===== config.mk =====
export PLATFORM = sky130hd
export DESIGN_NAME = phi_az_gen
export DESIGN_NICKNAME = d
export VERILOG_FILES = /design/src/rtl/phi_az_gen.sv
export SDC_FILE = /design/constraint.sdc
export NUM_CORES = 1
export LEC_CHECK = 0
export CAP_MARGIN = 25
export CORE_ASPECT_RATIO = 0.6
export CORE_MARGIN = 1.5
export CORE_UTILIZATION = 51
export CTS_CLUSTER_DIAMETER = 150
export CTS_CLUSTER_SIZE = 20
export DETAILED_ROUTE_END_ITERATION = 7
export PLACE_DENSITY_LB_ADDON = 0.15
export SLEW_MARGIN = 20
export SYNTH_ARGS = -nofsm -noshare
export SYNTH_HDL_FRONTEND = slang
export SYNTH_SLANG_ARGS = --single-unit

===== constraint.sdc =====
create_clock -name clk -period 2.25 [get_ports clk]
set_input_delay 0.45 -clock clk [delete_from_list [all_inputs] [get_ports clk]]
set_output_delay 0.45 -clock clk [all_outputs]
set_load 0.005 [all_outputs]

===== src/rtl/phi_az_gen.sv =====
// Autozero phase generator: holds phi_az on through startup, then issues fixed-width
// autozero windows on an external pulse edge or from a periodic timer.
module phi_az_gen #(
    parameter int N_CH           = 4,
    parameter int CNT_W          = 16,
    parameter int WID_W          = 8,
    parameter int STARTUP_PULSES = 1
) (
    input  logic             clk,
    input  logic             reset_b,
    input  logic             pulse,
    input  logic [1:0]       mode,
    input  logic [CNT_W-1:0] period,
    input  logic [WID_W-1:0] az_width,
    input  logic [N_CH-1:0]  ch_en,
    output logic [N_CH-1:0]  phi_az,
    output logic             startup_done,
    output logic             az_busy,
    output logic [7:0]       az_cnt
);

    localparam int EC_W = (STARTUP_PULSES > 1) ? $clog2(STARTUP_PULSES) : 1;
    localparam logic [EC_W-1:0] EC_LAST = EC_W'(STARTUP_PULSES - 1);

    typedef enum logic [1:0] {
        ST_STARTUP = 2'd0,
        ST_IDLE    = 2'd1,
        ST_ACTIVE  = 2'd2
    } state_t;

    state_t           state_q, state_d;
    logic             az_on_q, az_on_d;
    logic             pulse_dly_q, pulse_dly_d;
    logic [EC_W-1:0]  edge_cnt_q, edge_cnt_d;
    logic [WID_W-1:0] width_cnt_q, width_cnt_d;
    logic [CNT_W-1:0] timer_q, timer_d;
    logic             startup_done_q, startup_done_d;
    logic             az_busy_q, az_busy_d;
    logic [7:0]       az_cnt_q, az_cnt_d;

    logic rise;
    logic timer_run;
    logic timer_hit;

    assign rise      = pulse & ~pulse_dly_q;
    // The timer only counts post-startup in periodic mode; anywhere else it sits preloaded.
    assign timer_run = (mode == 2'd1) && (period != '0) &&
                       ((state_q == ST_IDLE) || (state_q == ST_ACTIVE));
    assign timer_hit = timer_run && (timer_q == CNT_W'(1));

    always_comb begin
        state_d        = state_q;
        az_on_d        = az_on_q;
        pulse_dly_d    = pulse;
        edge_cnt_d     = edge_cnt_q;
        width_cnt_d    = width_cnt_q;
        startup_done_d = startup_done_q;
        az_busy_d      = az_busy_q;
        az_cnt_d       = az_cnt_q;

        if (!timer_run || (timer_q <= CNT_W'(1))) begin
            timer_d = period;
        end else begin
            timer_d = timer_q - CNT_W'(1);
        end

        case (state_q)
            ST_STARTUP: begin
                az_on_d = 1'b1;
                if (rise) begin
                    if (edge_cnt_q == EC_LAST) begin
                        state_d        = ST_IDLE;
                        az_on_d        = 1'b0;
                        startup_done_d = 1'b1;
                        edge_cnt_d     = '0;
                    end else begin
                        edge_cnt_d = edge_cnt_q + EC_W'(1);
                    end
                end
            end
            ST_IDLE: begin
                az_on_d = 1'b0;
                if (((mode == 2'd0) && rise) || timer_hit) begin
                    state_d     = ST_ACTIVE;
                    az_on_d     = 1'b1;
                    az_busy_d   = 1'b1;
                    width_cnt_d = (az_width == '0) ? WID_W'(1) : az_width;
                end
            end
            ST_ACTIVE: begin
                // Window length was latched at the trigger; inputs cannot stretch or cut it.
                if (width_cnt_q <= WID_W'(1)) begin
                    state_d   = ST_IDLE;
                    az_on_d   = 1'b0;
                    az_busy_d = 1'b0;
                    az_cnt_d  = az_cnt_q + 8'd1;
                end else begin
                    width_cnt_d = width_cnt_q - WID_W'(1);
                end
            end
            default: begin
                state_d        = ST_STARTUP;
                az_on_d        = 1'b1;
                edge_cnt_d     = '0;
                startup_done_d = 1'b0;
                az_busy_d      = 1'b0;
            end
        endcase
    end

    always_ff @(posedge clk or negedge reset_b) begin
        if (!reset_b) begin
            state_q        <= ST_STARTUP;
            az_on_q        <= 1'b1;
            pulse_dly_q    <= 1'b0;
            edge_cnt_q     <= '0;
            width_cnt_q    <= '0;
            timer_q        <= '0;
            startup_done_q <= 1'b0;
            az_busy_q      <= 1'b0;
            az_cnt_q       <= 8'd0;
        end else begin
            state_q        <= state_d;
            az_on_q        <= az_on_d;
            pulse_dly_q    <= pulse_dly_d;
            edge_cnt_q     <= edge_cnt_d;
            width_cnt_q    <= width_cnt_d;
            timer_q        <= timer_d;
            startup_done_q <= startup_done_d;
            az_busy_q      <= az_busy_d;
            az_cnt_q       <= az_cnt_d;
        end
    end

    assign phi_az       = ch_en & {N_CH{az_on_q | (startup_done_q & (mode == 2'd2))}};
    assign startup_done = startup_done_q;
    assign az_busy      = az_busy_q;
    assign az_cnt       = az_cnt_q;

endmodule


==> impl_metrics.py, run 1 <==
metrics = {
    "synth": {
        "synth-edff-count": 0,
        "netlist_instances": 234,
        "yosysSeqAreaShare_pct": 42.4,
        "synth_cell_types": 52,
        "ys_ff_latch": 38,
        "synthFlopType": "dfrtp_1",
        "synthArstFlopShare_pct": 100,
        "synth_nets": 276,
        "ys_warn_count": 0,
        "synth_area_sq_um": 2240,
        "avgSynthCellArea_sq_um": 9.59,
    },
    "clock_tree": {
        "numCtsBuffers": 5,
        "cts_hold_buf": 0,
        "clk_latency_ns": 0.30,
        "clock-root-buffer": "clkbuf_8",
        "htreeDepth": 2,
        "cts_tree": "yes",
        "cts.sinks": 38,
        "clk_path_buf_depth": 2,
        "clk_pin_slew_ns": 0.08,
    },
    "route": {
        "wl_per_cell_microns": 14.8,
        "ant_nets": 0,
        "drt_iter0_drc": 110,
        "drtPass1Iterations": 4,
        "vias": 2033,
        "drc_errors": 0,
        "drt-total-wl_microns": 5540,
        "viasPerCell": 5.45,
    },
    "global_route": {
        "grt_pass1_vias": 1808,
        "grt_overflow": 0,
        "grt_pass1_wl_microns": 8780,
        "track_usage_pct": 24.9,
        "antenna_found_initial": 0,
        "grt_max_degree": 24,
    },
    "power": {
        "p_leak_nw": 1.37,
        "p_per_area_nw_per_um2": 950,
        "totalPowerFinal_mw": 2.95,
        "vdd_drop_max_uv": 629,
    },
    "die": {
        "die_x_microns": 88.6,
        "die_y_microns": 54.4,
        "core_sq_um": 4170,
        "ioPinCount": 47,
        "die-area_sq_um": 4820,
        "rows": 18,
        "initial_core_util_pct": 53.8,
    },
    "worst_setup_path": {
        "cp-end-kind": "register",
        "cp_max_fo": 5,
        "required_ns": 2.46,
        "cp.arrival_ns": 2.48,
        "worstSetupStartpointType": "register",
        "crit_type": "register to register",
    },
    "placed_design": {
        "place_area_sq_um": 2940,
        "gp_congestion": 0.840,
        "place_ws_ns": -0.249,
        "portBuffers": 46,
        "post-dp-hpwl_microns": 4220,
    },
    "layout": {
        "drive_gt1_share_pct": 19.2,
        "design_area_sq_um": 3110,
        "nets": 354,
        "syn2layout_area_growth_pct": 38.5,
        "antenna_cells": 0,
    },
    "timing": {
        "maxSlewHeadroom_pct": 71.1,
        "fmax_ghz": 0.440,
        "worst_pin_slew_ns": 0.430,
        "setup_violations": 1,
        "worst_clock_skew_ns": 0.00641,
        "period_share_pct": 101,
        "setup_ws_ns": -0.0241,
        "post-route-min-period_ns": 2.27,
        "report.final.slew_viol_count": 0,
        "rsz0062_at_grt": "true",
        "hold_viol": 0,
    },
    "status": {
        "violations": "setup timing",
        "outcome": "finished with violations",
    },
    "run": {
        "drv_cap": 0,
    },
    "min_path": {
        "hp-class": "input port to async pin",
    },
}
[stage by stage]
stage          utilization [%]  setup TNS [ns]  hold WS [ns]  std cells
2_1_floorplan                -               0         0.154        234
3_3_place_gp              70.5           -1.40         0.377        360
3_5_place_dp              70.5           -1.58         0.382        360
4_1_cts                   72.9               0        0.0548        369
5_1_grt                   74.6          -0.337        0.0702        373
6_report                  74.6         -0.0241        0.0384        373
[cell type report]
type                    count  area (sq um)
repair buffers             77           698
flip-flops and latches     38           952
well taps                  60          75.1
multi-input cells         180          1250
inverters                  10          37.5
clock inverters             2          12.5
clock buffers               6          82.6
fillers                   300          1060
[metal layers]
metal	global-route usage, %	up-vias	routed length, microns
met3	5.43	6	349
met2	36.0	57	2350
met5	0	-	0
li1	-	1002	-
met1	36.5	968	2770
met4	9.11	0	71
[kinds of logic after synthesis]
logic type	share of synthesized area (%)
adder cells (fa/ha/maj)	5.02
multiplexers	0.502
AO/OA/AOI/OAI	14.3
XOR/XNOR	7.42
buffers and inverters	3.07
flip-flops	42.4
AND/OR/NAND/NOR	27.2
[state kept, by name (all words and copies together), names as in the netlist]
| name | flops |
|---|---|
| timer_q | 16 |
| az_cnt | 8 |
| width_cnt_q | 8 |
| state_q | 2 |
| az_busy | 1 |
| az_on_q | 1 |
| pulse_dly_q | 1 |
| startup_done | 1 |
[critical path, stage by stage, from the launching register on]
cell and delay [ns]:
dfrtp_1 0.39, or4_4 0.56, nand4b_4 0.21, nor4b_4 0.37
o31ai_2 0.11, buf_4 0.16, nor2b_4 0.12, nor4_2 0.24
[cells in the final DEF (no fill, tap or decap), types with 2 or more instances in the layout]
cell type	Yosys	layout
a21oi_1	6	6
a22o_1	2	2
a31oi_1	3	3
and3_1	2	2
buf_4	0	29
buf_6	1	2
clkbuf_8	0	6
clkdlybuf4s50_1	0	41
dfrtp_1	37	37
dlygate4sd2_1	0	2
dlymetal6s2s_1	0	2
ha_1	9	9
inv_1	9	9
nand2_1	28	27
nand3_1	2	2
nand4_1	6	6
nor2_1	17	17
nor2b_1	6	6
nor3_1	13	13
nor3b_1	3	2
nor3b_2	1	2
nor4_1	6	6
nor4_2	2	2
o21ai_0	18	18
o21ai_1	4	4
o22a_1	2	2
o2bb2ai_2	0	2
o32a_1	2	2
or4_1	3	3
or4_4	2	2
xnor2_1	12	12
xor2_1	7	7
[report_power, final]
group          internal [mW]  switching [mW]
sequential             0.874           0.231
combinational          0.712           0.627
clock                  0.246           0.261
total                   1.83            1.12
[cell usage after synthesis, types with 2 or more instances]
master     number  area [sq um]
o21ai_0        18          90.1
or4_1           3          22.5
xnor2_1        12           105
nor3b_1         3          22.5
nor2_1         17          63.8
inv_1           9          33.8
and3_1          2          12.5
o32a_1          2          20.0
nor2b_1         6          37.5
o21ai_1         4          20.0
a22o_1          2          17.5
nor3_1         13          65.1
nand4_1         6          37.5
xor2_1          7          61.3
ha_1            9           113
a21oi_1         6          30.0
o2bb2ai_1       3          26.3
a31oi_1         3          18.8
nand3_1         2          10.0
or4_4           2          22.5
nor4_2          2          25.0
o22a_1          2          17.5
dfrtp_1        37           926
clkbuf_1        4          15.0
nand2_1        28           105
nor4_1          6          37.5
[what timing repair did]
item | in CTS | in global routing
resized for setup | 2 | 10
pin swaps | 1 | 5
endpoints found under the setup margin | 4 | 11
setup buffers | 1 | 5
[worst paths after layout]
kind	start	end	slack [ns]	depth (start not counted)
worst max-delay path	timer_q[15]	width_cnt_q[2]	-0.02	7
worst min-delay path	reset_b	timer_q[10]	0.04	1
worst max register to register	timer_q[15]	width_cnt_q[2]	-0.02	7
worst min register to register	az_cnt[7]	az_cnt[7]	0.47	1
max in group asynchronous	reset_b	az_on_q	1.53	2
min in group clk	az_cnt[7]	az_cnt[7]	0.47	1
Power figures use the tool's default switching activity.
==> run 2, diff against run 1 <==
- CAP_MARGIN: 25 -> default
- CORE_ASPECT_RATIO: 0.6 -> 0.9
==> run 2 against run 1 <==
Compared with the run above: critical path depth unchanged; cell count unchanged; via count decreased by 0.64%; worst hold slack improved by 0.048 ns; total power about the same; worst setup slack improved by 0.028 ns; combinational power decreased by 6%; die area decreased by 0.26%; the flow now finishes without violations; non-clock buffer count unchanged; first-iteration DRC count increased by 25%; global-route usage decreased by 0.79 points.
==> impl_metrics.py, run 2 (synthesized netlist as in run 1, its figures left out) <==
metrics = {
    "clock_tree": {
        "clock-root-buffer": "clkbuf_8",
        "clk_pin_slew_ns": 0.08,
        "numCtsBuffers": 5,
        "clk_latency_ns": 0.30,
        "htreeDepth": 2,
        "clk_path_buf_depth": 2,
        "cts.sinks": 38,
        "cts_tree": "yes",
    },
    "route": {
        "drc_errors": 0,
        "viasPerCell": 5.42,
        "wl_per_cell_microns": 14.0,
        "drtPass1Iterations": 4,
        "drt_iter0_drc": 138,
        "drt-total-wl_microns": 5220,
        "ant_nets": 0,
        "vias": 2020,
    },
    "timing": {
        "setup_violations": 0,
        "maxSlewHeadroom_pct": 69.9,
        "rsz0062_at_grt": "true",
        "report.final.slew_viol_count": 0,
        "period_share_pct": 99.8,
        "fmax_ghz": 0.445,
        "setup_ws_ns": 0.00351,
        "hold_viol": 0,
        "worst_pin_slew_ns": 0.451,
        "worst_clock_skew_ns": 0.00460,
        "post-route-min-period_ns": 2.25,
    },
    "layout": {
        "largest_register": "timer_q",
        "largest_register_ffs": 16,
        "drive_gt1_share_pct": 19.2,
        "fillers": 292,
        "nets": 354,
        "syn2layout_area_growth_pct": 39.9,
        "stdcell_count": 373,
        "mostFrequentLayoutCells": "clkdlybuf4s50_1, dfrtp_1, buf_4",
        "antenna_cells": 0,
        "layout_commonest_cell": "clkdlybuf4s50_1",
    },
    "worst_setup_path": {
        "critical-path-top-delay-family": "simple AND/OR/NAND/NOR gates",
        "rrSetupSlack_ns": 0.004,
        "crit_type": "register to register",
        "slowest_delay_ns": 0.55,
        "startpoint": "timer_q[14]",
        "reg2reg_from": "timer_q[14]",
        "cp.arrival_ns": 2.44,
        "worstSetupStartpointType": "register",
        "cpMaxStageDelayCell": "or4_4",
        "path_buf_inv": 1,
        "r2r_cells": 7,
        "crit_end": "width_cnt_q[3]",
        "r2r-end": "width_cnt_q[3]",
        "critical_path_depth": 7,
        "required_ns": 2.44,
        "path_cells": "or4_4 > nand4b_4 > nor4b_4 > o31a_2 > buf_4 > o21ai_1 > a22o_1",
        "cp-end-kind": "register",
        "cp_max_fo": 4,
    },
    "power": {
        "comb_power_share_pct": 42.6,
        "vdd_drop_max_uv": 637,
        "switching_share_pct": 36.7,
        "p_leak_nw": 1.41,
        "pwr-share-seq_pct": 37.2,
        "pwr-share-clk_pct": 20.2,
        "p_per_area_nw_per_um2": 941,
        "switchingPower_mw": 1.08,
        "internal-power_mw": 1.87,
        "totalPowerFinal_mw": 2.95,
    },
    "global_route": {
        "grt_pass1_wl_microns": 8880,
        "antenna_found_initial": 0,
        "grt_overflow": 0,
        "track_usage_pct": 24.1,
        "grt_pass1_vias": 1999,
        "grt_max_degree": 20,
    },
    "die": {
        "core_sq_um": 4160,
        "die_y_microns": 65.9,
        "rows": 22,
        "die_x_microns": 72.9,
        "initial_core_util_pct": 54.0,
        "ioPinCount": 47,
        "die-area_sq_um": 4810,
    },
    "placed_design": {
        "place_ws_ns": -0.319,
        "place_inst": 361,
        "post-dp-hpwl_microns": 3870,
        "gp_congestion": 0.853,
        "portBuffers": 46,
    },
    "run": {
        "drv_cap": 0,
    },
    "min_path": {
        "hp-class": "input port to async pin",
    },
    "status": {
        "outcome": "complete, no violations",
    },
}
-- run 2: changes by cell type in the layout (fill, tap and decap cells not counted), moves of 2 or more --
| cell | before | now |
|---|---|---|
| dlygate4sd2_1 | 2 | 0 |
| dlymetal6s2s_1 | 2 | 5 |
| nor4_1 | 6 | 4 |
| nor4_2 | 2 | 4 |
-- run 2: layer usage --
layer  part of all wire [%]  vias to the layer above  track usage [%]
met5                      0                        -                0
met1                     46                      967             31.2
met4                    1.2                        0             6.60
met2                     49                       43             39.9
li1                       -                     1002                -
met3                    3.7                        8             6.10
-- run 2: power groups by stage --
stage / clock network [mW] / registers [mW] / logic (mW)
after CTS: 0.605 / 1.09 / 1.21
after floorplan: 0 / 1.05 / 0.777
final: 0.597 / 1.10 / 1.26
after global routing: 0.646 / 1.12 / 1.40
after global placement: 0 / 1.09 / 1.17
after detailed placement: 0 / 1.09 / 1.20
-- run 2: worst min-delay path by stage --
stage,from,to,slack (ns),depth (start not counted)
after floorplan,reset_b,az_busy,0.15,0
after global placement,reset_b,timer_q[5],0.42,1
after detailed placement,reset_b,timer_q[5],0.42,1
after CTS,reset_b,timer_q[5],0.1,1
after global routing,reset_b,timer_q[4],0.11,1
final,reset_b,timer_q[5],0.09,1
-- run 2: through the flow --
step	instance area, sq um	util [%]	TNS, ns	hold slack, ns
2_1_floorplan	2240	-	0	0.154
3_3_place_gp	2950	70.9	-2.93	0.418
3_5_place_dp	2950	70.9	-2.40	0.420
4_1_cts	3070	73.8	0	0.0954
5_1_grt	3140	75.5	-0.403	0.115
6_report	3140	75.5	0	0.0859
-- run 2: final cells by class --
type | instances | area, sq um | share of cell area [%]
Timing Repair Buffer | 77 | 704 | 22.4
Multi-Input combinational cell | 180 | 1250 | 40.0
Clock inverter | 3 | 45.0 | 1.44
Clock buffer | 5 | 68.8 | 2.19
Tap cell | 60 | 75.1 | 2.39
Inverter | 10 | 37.5 | 1.20
Sequential cell | 38 | 952 | 30.3
-- run 2: repair_timing --
| item | in CTS | in global routing |
|---|---|---|
| resized for setup | 1 | 12 |
| buffers inserted | 0 | 4 |
| pin swaps | 0 | 3 |
| gates cloned | 0 | 0 |
| hold buffers | 0 | 0 |
| endpoints found under the setup margin | 1 | 15 |
